==> src/rtl/imem_arbiter_pkg.sv <==
// imem_arbiter_pkg: shared owner encoding, FIFO entry layout and arbiter FSM states.
package imem_arbiter_pkg;

    localparam logic OWN_A = 1'b0;
    localparam logic OWN_B = 1'b1;

    typedef enum logic [1:0] {
        IDLE   = 2'b00,
        HOLD_A = 2'b01,
        HOLD_B = 2'b10
    } state_e;

    typedef struct packed {
        logic discard;
        logic owner;
    } fifo_entry_t;

endpackage

==> src/rtl/imem_arbiter_owner_fifo.sv <==
// imem_arbiter_owner_fifo: in-order owner tags of outstanding reads, with a parallel
// "discard all A entries" operation used when the fetch stage flushes.
module imem_arbiter_owner_fifo
    import imem_arbiter_pkg::*;
#(
    parameter int MAXOUT = 4
) (
    input  logic        clk,
    input  logic        reset,
    input  logic        push,
    input  logic        push_owner,
    input  logic        pop,
    input  logic        flush_a,
    output logic        full,
    output logic        empty,
    output fifo_entry_t head
);
    localparam int PW = $clog2(MAXOUT);
    localparam int CW = PW + 1;

    fifo_entry_t r_mem [MAXOUT];
    logic [PW-1:0] r_wr_ptr;
    logic [PW-1:0] r_rd_ptr;
    logic [CW-1:0] r_count;

    assign full  = r_count == CW'(MAXOUT);
    assign empty = r_count == '0;
    assign head  = r_mem[r_rd_ptr];

    always_ff @(posedge clk or negedge reset) begin
        if (!reset) begin
            r_mem    <= '{default: '0};
            r_wr_ptr <= '0;
            r_rd_ptr <= '0;
            r_count  <= '0;
        end else begin
            for (int i = 0; i < MAXOUT; i++)
                if (flush_a && r_mem[i].owner == OWN_A) r_mem[i].discard <= 1'b1;
            // the pushed entry post-dates the flush, so it overrides the marking above
            if (push) r_mem[r_wr_ptr] <= '{discard: 1'b0, owner: push_owner};
            if (push) r_wr_ptr <= r_wr_ptr + 1'b1;
            if (pop) r_rd_ptr <= r_rd_ptr + 1'b1;
            if (push && !pop) r_count <= r_count + 1'b1;
            else if (pop && !push) r_count <= r_count - 1'b1;
        end
    end

endmodule

==> src/rtl/imem_arbiter.sv <==
// imem_arbiter: round-robin sharing of the instruction-memory port between fetch (A)
// and store/debug (B), with in-order routing of read responses to their owner.
module imem_arbiter
    import imem_arbiter_pkg::*;
#(
    parameter int IDATAW = 128,
    parameter int ISIZEW = 8,
    parameter int IADDRW = 32,
    parameter int MAXOUT = 4
) (
    input  logic              clk,
    input  logic              reset,
    input  logic              a_valid,
    output logic              a_ready,
    input  logic [IADDRW-1:0] a_address,
    input  logic              a_wr_en,
    input  logic [IDATAW-1:0] a_wr_data,
    input  logic [ISIZEW-1:0] a_wr_size,
    output logic              a_dp_valid,
    input  logic              a_dp_ready,
    output logic [IDATAW-1:0] a_dp_read_data,
    input  logic              b_valid,
    output logic              b_ready,
    input  logic [IADDRW-1:0] b_address,
    input  logic              b_wr_en,
    input  logic [IDATAW-1:0] b_wr_data,
    input  logic [ISIZEW-1:0] b_wr_size,
    output logic              b_dp_valid,
    input  logic              b_dp_ready,
    output logic [IDATAW-1:0] b_dp_read_data,
    input  logic              flush_a,
    output logic              m_valid,
    input  logic              m_ready,
    output logic [IADDRW-1:0] m_address,
    output logic              m_wr_en,
    output logic [IDATAW-1:0] m_wr_data,
    output logic [ISIZEW-1:0] m_wr_size,
    input  logic              m_dp_valid,
    output logic              m_dp_ready,
    input  logic [IDATAW-1:0] m_dp_read_data,
    output logic              resp_err
);
    state_e      r_state;
    state_e      w_next;
    logic        r_last;
    logic        r_resp_err;
    logic        w_full;
    logic        w_empty;
    logic        w_pop;
    logic        w_push;
    logic        w_can_rd;
    logic        w_elig_a;
    logic        w_elig_b;
    logic        w_gnt_b;
    logic        w_sel_valid;
    logic        w_xfer;
    logic        w_own_rdy;
    fifo_entry_t w_head;

    imem_arbiter_owner_fifo #(.MAXOUT(MAXOUT)) u_fifo (
        .clk        (clk),
        .reset      (reset),
        .push       (w_push),
        .push_owner (w_gnt_b),
        .pop        (w_pop),
        .flush_a    (flush_a),
        .full       (w_full),
        .empty      (w_empty),
        .head       (w_head)
    );

    // a pop in this cycle frees a slot for a read accepted on the same edge
    assign w_own_rdy = w_head.owner == OWN_A ? a_dp_ready : b_dp_ready;
    assign w_pop     = reset & !w_empty & m_dp_valid & (w_head.discard | w_own_rdy);
    assign w_can_rd  = !w_full | w_pop;
    assign w_elig_a  = a_valid & (a_wr_en | w_can_rd);
    assign w_elig_b  = b_valid & (b_wr_en | w_can_rd);

    assign w_gnt_b = (r_state == HOLD_B) |
                     ((r_state == IDLE) & w_elig_b & (!w_elig_a | r_last == OWN_A));

    assign m_address   = w_gnt_b ? b_address : a_address;
    assign m_wr_en     = w_gnt_b ? b_wr_en   : a_wr_en;
    assign m_wr_data   = w_gnt_b ? b_wr_data : a_wr_data;
    assign m_wr_size   = w_gnt_b ? b_wr_size : a_wr_size;
    assign w_sel_valid = w_gnt_b ? b_valid   : a_valid;

    assign m_valid = reset & w_sel_valid & (m_wr_en | w_can_rd);
    assign w_xfer  = m_valid & m_ready;
    assign w_push  = w_xfer & !m_wr_en;
    assign a_ready = w_xfer & !w_gnt_b;
    assign b_ready = w_xfer & w_gnt_b;

    assign a_dp_valid     = reset & m_dp_valid & !w_empty & !w_head.discard & (w_head.owner == OWN_A);
    assign b_dp_valid     = reset & m_dp_valid & !w_empty & !w_head.discard & (w_head.owner == OWN_B);
    assign m_dp_ready     = reset & !w_empty & (w_head.discard | w_own_rdy);
    assign a_dp_read_data = m_dp_read_data;
    assign b_dp_read_data = m_dp_read_data;
    assign resp_err       = r_resp_err;

    // in HOLD_x the grant already points at x, so a stalled request keeps or enters HOLD
    always_comb begin
        w_next = (m_valid & !m_ready) ? (w_gnt_b ? HOLD_B : HOLD_A) : IDLE;
    end

    always_ff @(posedge clk or negedge reset) begin
        if (!reset) begin
            r_state    <= IDLE;
            r_last     <= OWN_B;
            r_resp_err <= 1'b0;
        end else begin
            r_state <= w_next;
            if (w_xfer) r_last <= w_gnt_b;
            if (m_dp_valid && w_empty) r_resp_err <= 1'b1;
        end
    end

endmodule

==> config.mk <==
export PLATFORM = sky130hd
export DESIGN_NAME = imem_arbiter
export DESIGN_NICKNAME = d
export VERILOG_FILES = /design/src/rtl/imem_arbiter_pkg.sv /design/src/rtl/imem_arbiter_owner_fifo.sv /design/src/rtl/imem_arbiter.sv
export SDC_FILE = /design/constraint.sdc
export NUM_CORES = 1
export LEC_CHECK = 0
export BUFFER_PORTS_ARGS = -buffer_cell sky130_fd_sc_hd__buf_2
export CAP_MARGIN = 25
export CORE_AREA = 2 2 356 358
export CTS_CLUSTER_SIZE = 28
export DETAILED_ROUTE_END_ITERATION = 6
export DIE_AREA = 0 0 358 360
export GPL_ROUTABILITY_DRIVEN = 1
export SLEW_MARGIN = 20
export SYNTH_ARGS = -nofsm -noshare
export SYNTH_HDL_FRONTEND = slang
export SYNTH_SLANG_ARGS = --single-unit
==> constraint.sdc <==
create_clock -name clk -period 3.3 [get_ports clk]
set_input_delay 0.66 -clock clk [delete_from_list [all_inputs] [get_ports clk]]
set_output_delay 0.66 -clock clk [all_outputs]
set_load 0.01 [all_outputs]
==> impl_results.md <==
* Boundary pin count at 907
* Primary flip-flop cell chosen by synthesis mapping: sky130_fd_sc_hd__dfrtp_1
* Number of DRC markers after the initial detailed-route iteration at roughly 210
* TritonCTS Sinks at 19
* Clock edge transition at the registers on the reported setup and hold paths at 60 ps
* Initial core utilization at 4.560%
* Leak Pwr at about 4.7 nW
* Cell types occupying the most area after synthesis: sky130_fd_sc_hd__mux2_4, sky130_fd_sc_hd__buf_4, sky130_fd_sc_hd__dfrtp_1
* Pin count of the biggest net entering global routing at 24
* Pwr dens at 520.9 nW/µm²
* Proportion of synthesized chip area in sequential cells at 8.368%
* Number of antenna violations at the first check in global routing at 32
* Horiz. Die Dim at 358 µm
* Global-route congestion overflow total at 0
* Worst slew pin tran at 385.8 ps
* H-Tree Level Count at 1
* Area growth from synthesis to layout at 76.65%
* Hpwl dp at between 50,000 and 60,000 µm
* Remaining DRCs at 0
* Violations in the final reports: negative setup slack
* Sum Neg Setup Slack at -72,720 ps
* Synth top area share at 37.69%
* Wire length of the first global-routing pass at slightly above 70,000 µm
* CTS buffer count at 3
* Syn avg cell area at 10.21 µm²
* Placement row count at 130
* Crit Path Class: reg -> out
* Placer's final routability congestion estimate at 0.8340
* # Max-Cap Violations at 0
* Number of synthesized register bits at 19
* Power after layout at between 5 and 6 mW
* YS warnings at 0
* CTS tree: yes
* Final WS setup at -529.3 ps
* PortBufs at 522
* Net Count, Synth at 1,039
* Hold violation count in the final report at 0
* Number of detailed-route iterations in the first pass at 4
* Min-Delay Path Class: in -> async
* Headroom to the max-slew limit at 73.54%
* Min cycle time layout at 3829 ps
* Count of antenna-violating nets left after detailed routing at 0
* Hold slack final at about 400 ps
* Buffer cell driving the clock tree root: sky130_fd_sc_hd__clkbuf_16
* Number of global-route vias before repair at 5,733
* Kind of capture point of the worst setup path: primary output
* Maximum achievable frequency at 0.2611 GHz
* Critical Path Start Type: flip-flop
* Detail-routed net length per standard cell at 24.84 µm
* Number of vias in the routed layout at 5,571
* Fin crit share at 116.0%
* Peak fanout along the critical path at 9
* Overall routed net length at 62,680 µm
* Fin nets at 1,349
* RSZ-0062 raised after global routing: yes
* Number of instances in the synthesized netlist at ~560
* Final setup viols at 171
* Die Area at approximately 130,000 µm²
* Filler Cell Count at ~15,000
* Clock latency reported for the late side of the worst-skew pair at 250 ps
* Average vias per placed instance at 2.208
* Number of enable-type register cells in the synthesized netlist at 0
* Maximum clock insertion buffer count at 2
* Result of the run: complete, but fails checks
* Required time of the worst setup path at 2640 ps
* Worst setup skew after layout at 4.119 ps
* Die height at 360 µm
* Count of cell types in the netlist at 35
* Top cell type by total area after synthesis: sky130_fd_sc_hd__mux2_4
* Post-synthesis cell area at between 5000 and 6000 µm²
* Core Footprint at 124,900 µm²
* Tot GR Track Use at 9.004%
* # hold bufs at CTS at 0
* Highest ir drop seen on vdd at 287.2 µV
* Fraction of layout cells with a size suffix above 1 at 89.04%
* Total count of max-transition violations in the final report at 0
* Async set-or-reset flop fraction in the synthesized netlist at 100.0%
* Signal arrival time at the worst endpoint at 3170 ps
==> where the power goes <==
part	internal [mW]	switching (mW)	total (mW)
registers	0.344	0.0978	0.442
clock network	0.163	0.0950	0.258
logic	2.42	2.12	4.54
==> cell type report <==
cell class | count | area, µm² | area share [%]
diodes | 6 | 15.01 | 0.1492
clock buffers | 3 | 75.07 | 0.7460
clock inverters | 1 | 5.005 | 0.04973
inverters | 10 | 37.54 | 0.3730
multi-input cells | 253 | 3123 | 31.03
flip-flops and latches | 19 | 478.0 | 4.749
well taps | 1650 | 2064 | 20.51
repair buffers | 581 | 4265 | 42.38
==> synth_stat cells, types with 2 or more instances <==
cell,count
sky130_fd_sc_hd__nor3_1,4
sky130_fd_sc_hd__buf_6,19
sky130_fd_sc_hd__mux2_2,28
sky130_fd_sc_hd__dfrtp_1,18
sky130_fd_sc_hd__o31ai_1,2
sky130_fd_sc_hd__nor3b_1,2
sky130_fd_sc_hd__ha_1,5
sky130_fd_sc_hd__nor2_1,13
sky130_fd_sc_hd__mux2i_1,9
sky130_fd_sc_hd__xnor2_1,3
sky130_fd_sc_hd__and3_1,4
sky130_fd_sc_hd__buf_2,2
sky130_fd_sc_hd__xor2_1,3
sky130_fd_sc_hd__a21oi_1,8
sky130_fd_sc_hd__nand2_1,6
sky130_fd_sc_hd__and2_1,2
sky130_fd_sc_hd__buf_4,256
sky130_fd_sc_hd__inv_1,10
sky130_fd_sc_hd__mux2_4,143
sky130_fd_sc_hd__nand2b_1,5
sky130_fd_sc_hd__nand3_1,2
==> stage by stage <==
stage	util (%)	std cells	cell area, µm²	setup slack, ps
after floorplan	-	558	5699	21.62
after global placement	6.923	2487	8648	-572.1
after detailed placement	6.923	2487	8648	-545.3
after CTS	7.772	2510	9709	-561.9
after global routing	8.054	2522	10060	-623.6
final	8.056	2523	10060	-529.3
==> path summary, 6_finish.rpt <==
| kind | startpoint | end | slack, ps | depth (start not counted) |
|---|---|---|---|---|
| worst max-delay path | u_fifo.r_rd_ptr[0] | m_wr_data[9] | -530 | 9 |
| worst min-delay path | reset | resp_err | 400 | 2 |
| worst max register to register | u_fifo.r_rd_ptr[0] | u_fifo.r_count[2] | 50 | 13 |
| worst min register to register | resp_err | resp_err | 460 | 1 |
| max in group asynchronous | reset | r_last | 2600 | 2 |
| min in group clk | resp_err | resp_err | 460 | 1 |
==> layout by cell type, fill, tap and decap left out, types with 4 or more instances in the layout <==
cell	Yosys	layout
sky130_fd_sc_hd__mux2_4	143	144
sky130_fd_sc_hd__buf_16	0	5
sky130_fd_sc_hd__buf_6	19	133
sky130_fd_sc_hd__a21oi_1	8	8
sky130_fd_sc_hd__buf_12	0	17
sky130_fd_sc_hd__mux2i_1	9	6
sky130_fd_sc_hd__buf_4	256	31
sky130_fd_sc_hd__inv_1	10	9
sky130_fd_sc_hd__buf_2	2	390
sky130_fd_sc_hd__nand2b_1	5	5
sky130_fd_sc_hd__nor2_1	13	12
sky130_fd_sc_hd__nand2_1	6	5
sky130_fd_sc_hd__ha_1	5	4
sky130_fd_sc_hd__nor3_1	4	4
sky130_fd_sc_hd__clkbuf_16	0	6
sky130_fd_sc_hd__diode_2	0	6
sky130_fd_sc_hd__mux2_2	28	27
sky130_fd_sc_hd__and3_1	4	4
sky130_fd_sc_hd__dfrtp_1	18	17
==> metal layers <==
metal,track usage [%],vias to the layer above,wire [µm]
met3,5.769,99,9640
met5,0.4151,-,187
met4,1.050,22,952
met1,10.18,2498,24150
li1,-,2247,-
met2,14.49,705,27750
==> critical path, cell delays in order, from the launching register on <==
cell	delay, ps
sky130_fd_sc_hd__dfrtp_1	380
sky130_fd_sc_hd__mux4_2	550
sky130_fd_sc_hd__or4b_1	500
sky130_fd_sc_hd__a221o_1	340
sky130_fd_sc_hd__buf_4	140
sky130_fd_sc_hd__buf_6	110
sky130_fd_sc_hd__and2_4	230
sky130_fd_sc_hd__buf_12	180
sky130_fd_sc_hd__mux2_4	320
sky130_fd_sc_hd__buf_12	150
==> logic make-up (layout without fill, tap and decap cells) <==
group	Yosys count	count (layout)	share of synthesized area (%)
buf+inv	287	595	38.33
mux	181	181	45.20
simple gates	44	45	4.020
flops	19	19	8.368
compound gates	15	15	1.713
fa+ha+maj	6	6	1.450
xor+xnor	6	6	0.9226
other cells	0	6	0
==> what timing repair did <==
item	4_1_cts	5_1_grt
setup endpoints to repair	172	173
setup buffers	14	7
gates resized for setup	177	68
pin swaps	5	3
gates cloned	5	3
Power figures use the tool's default switching activity.
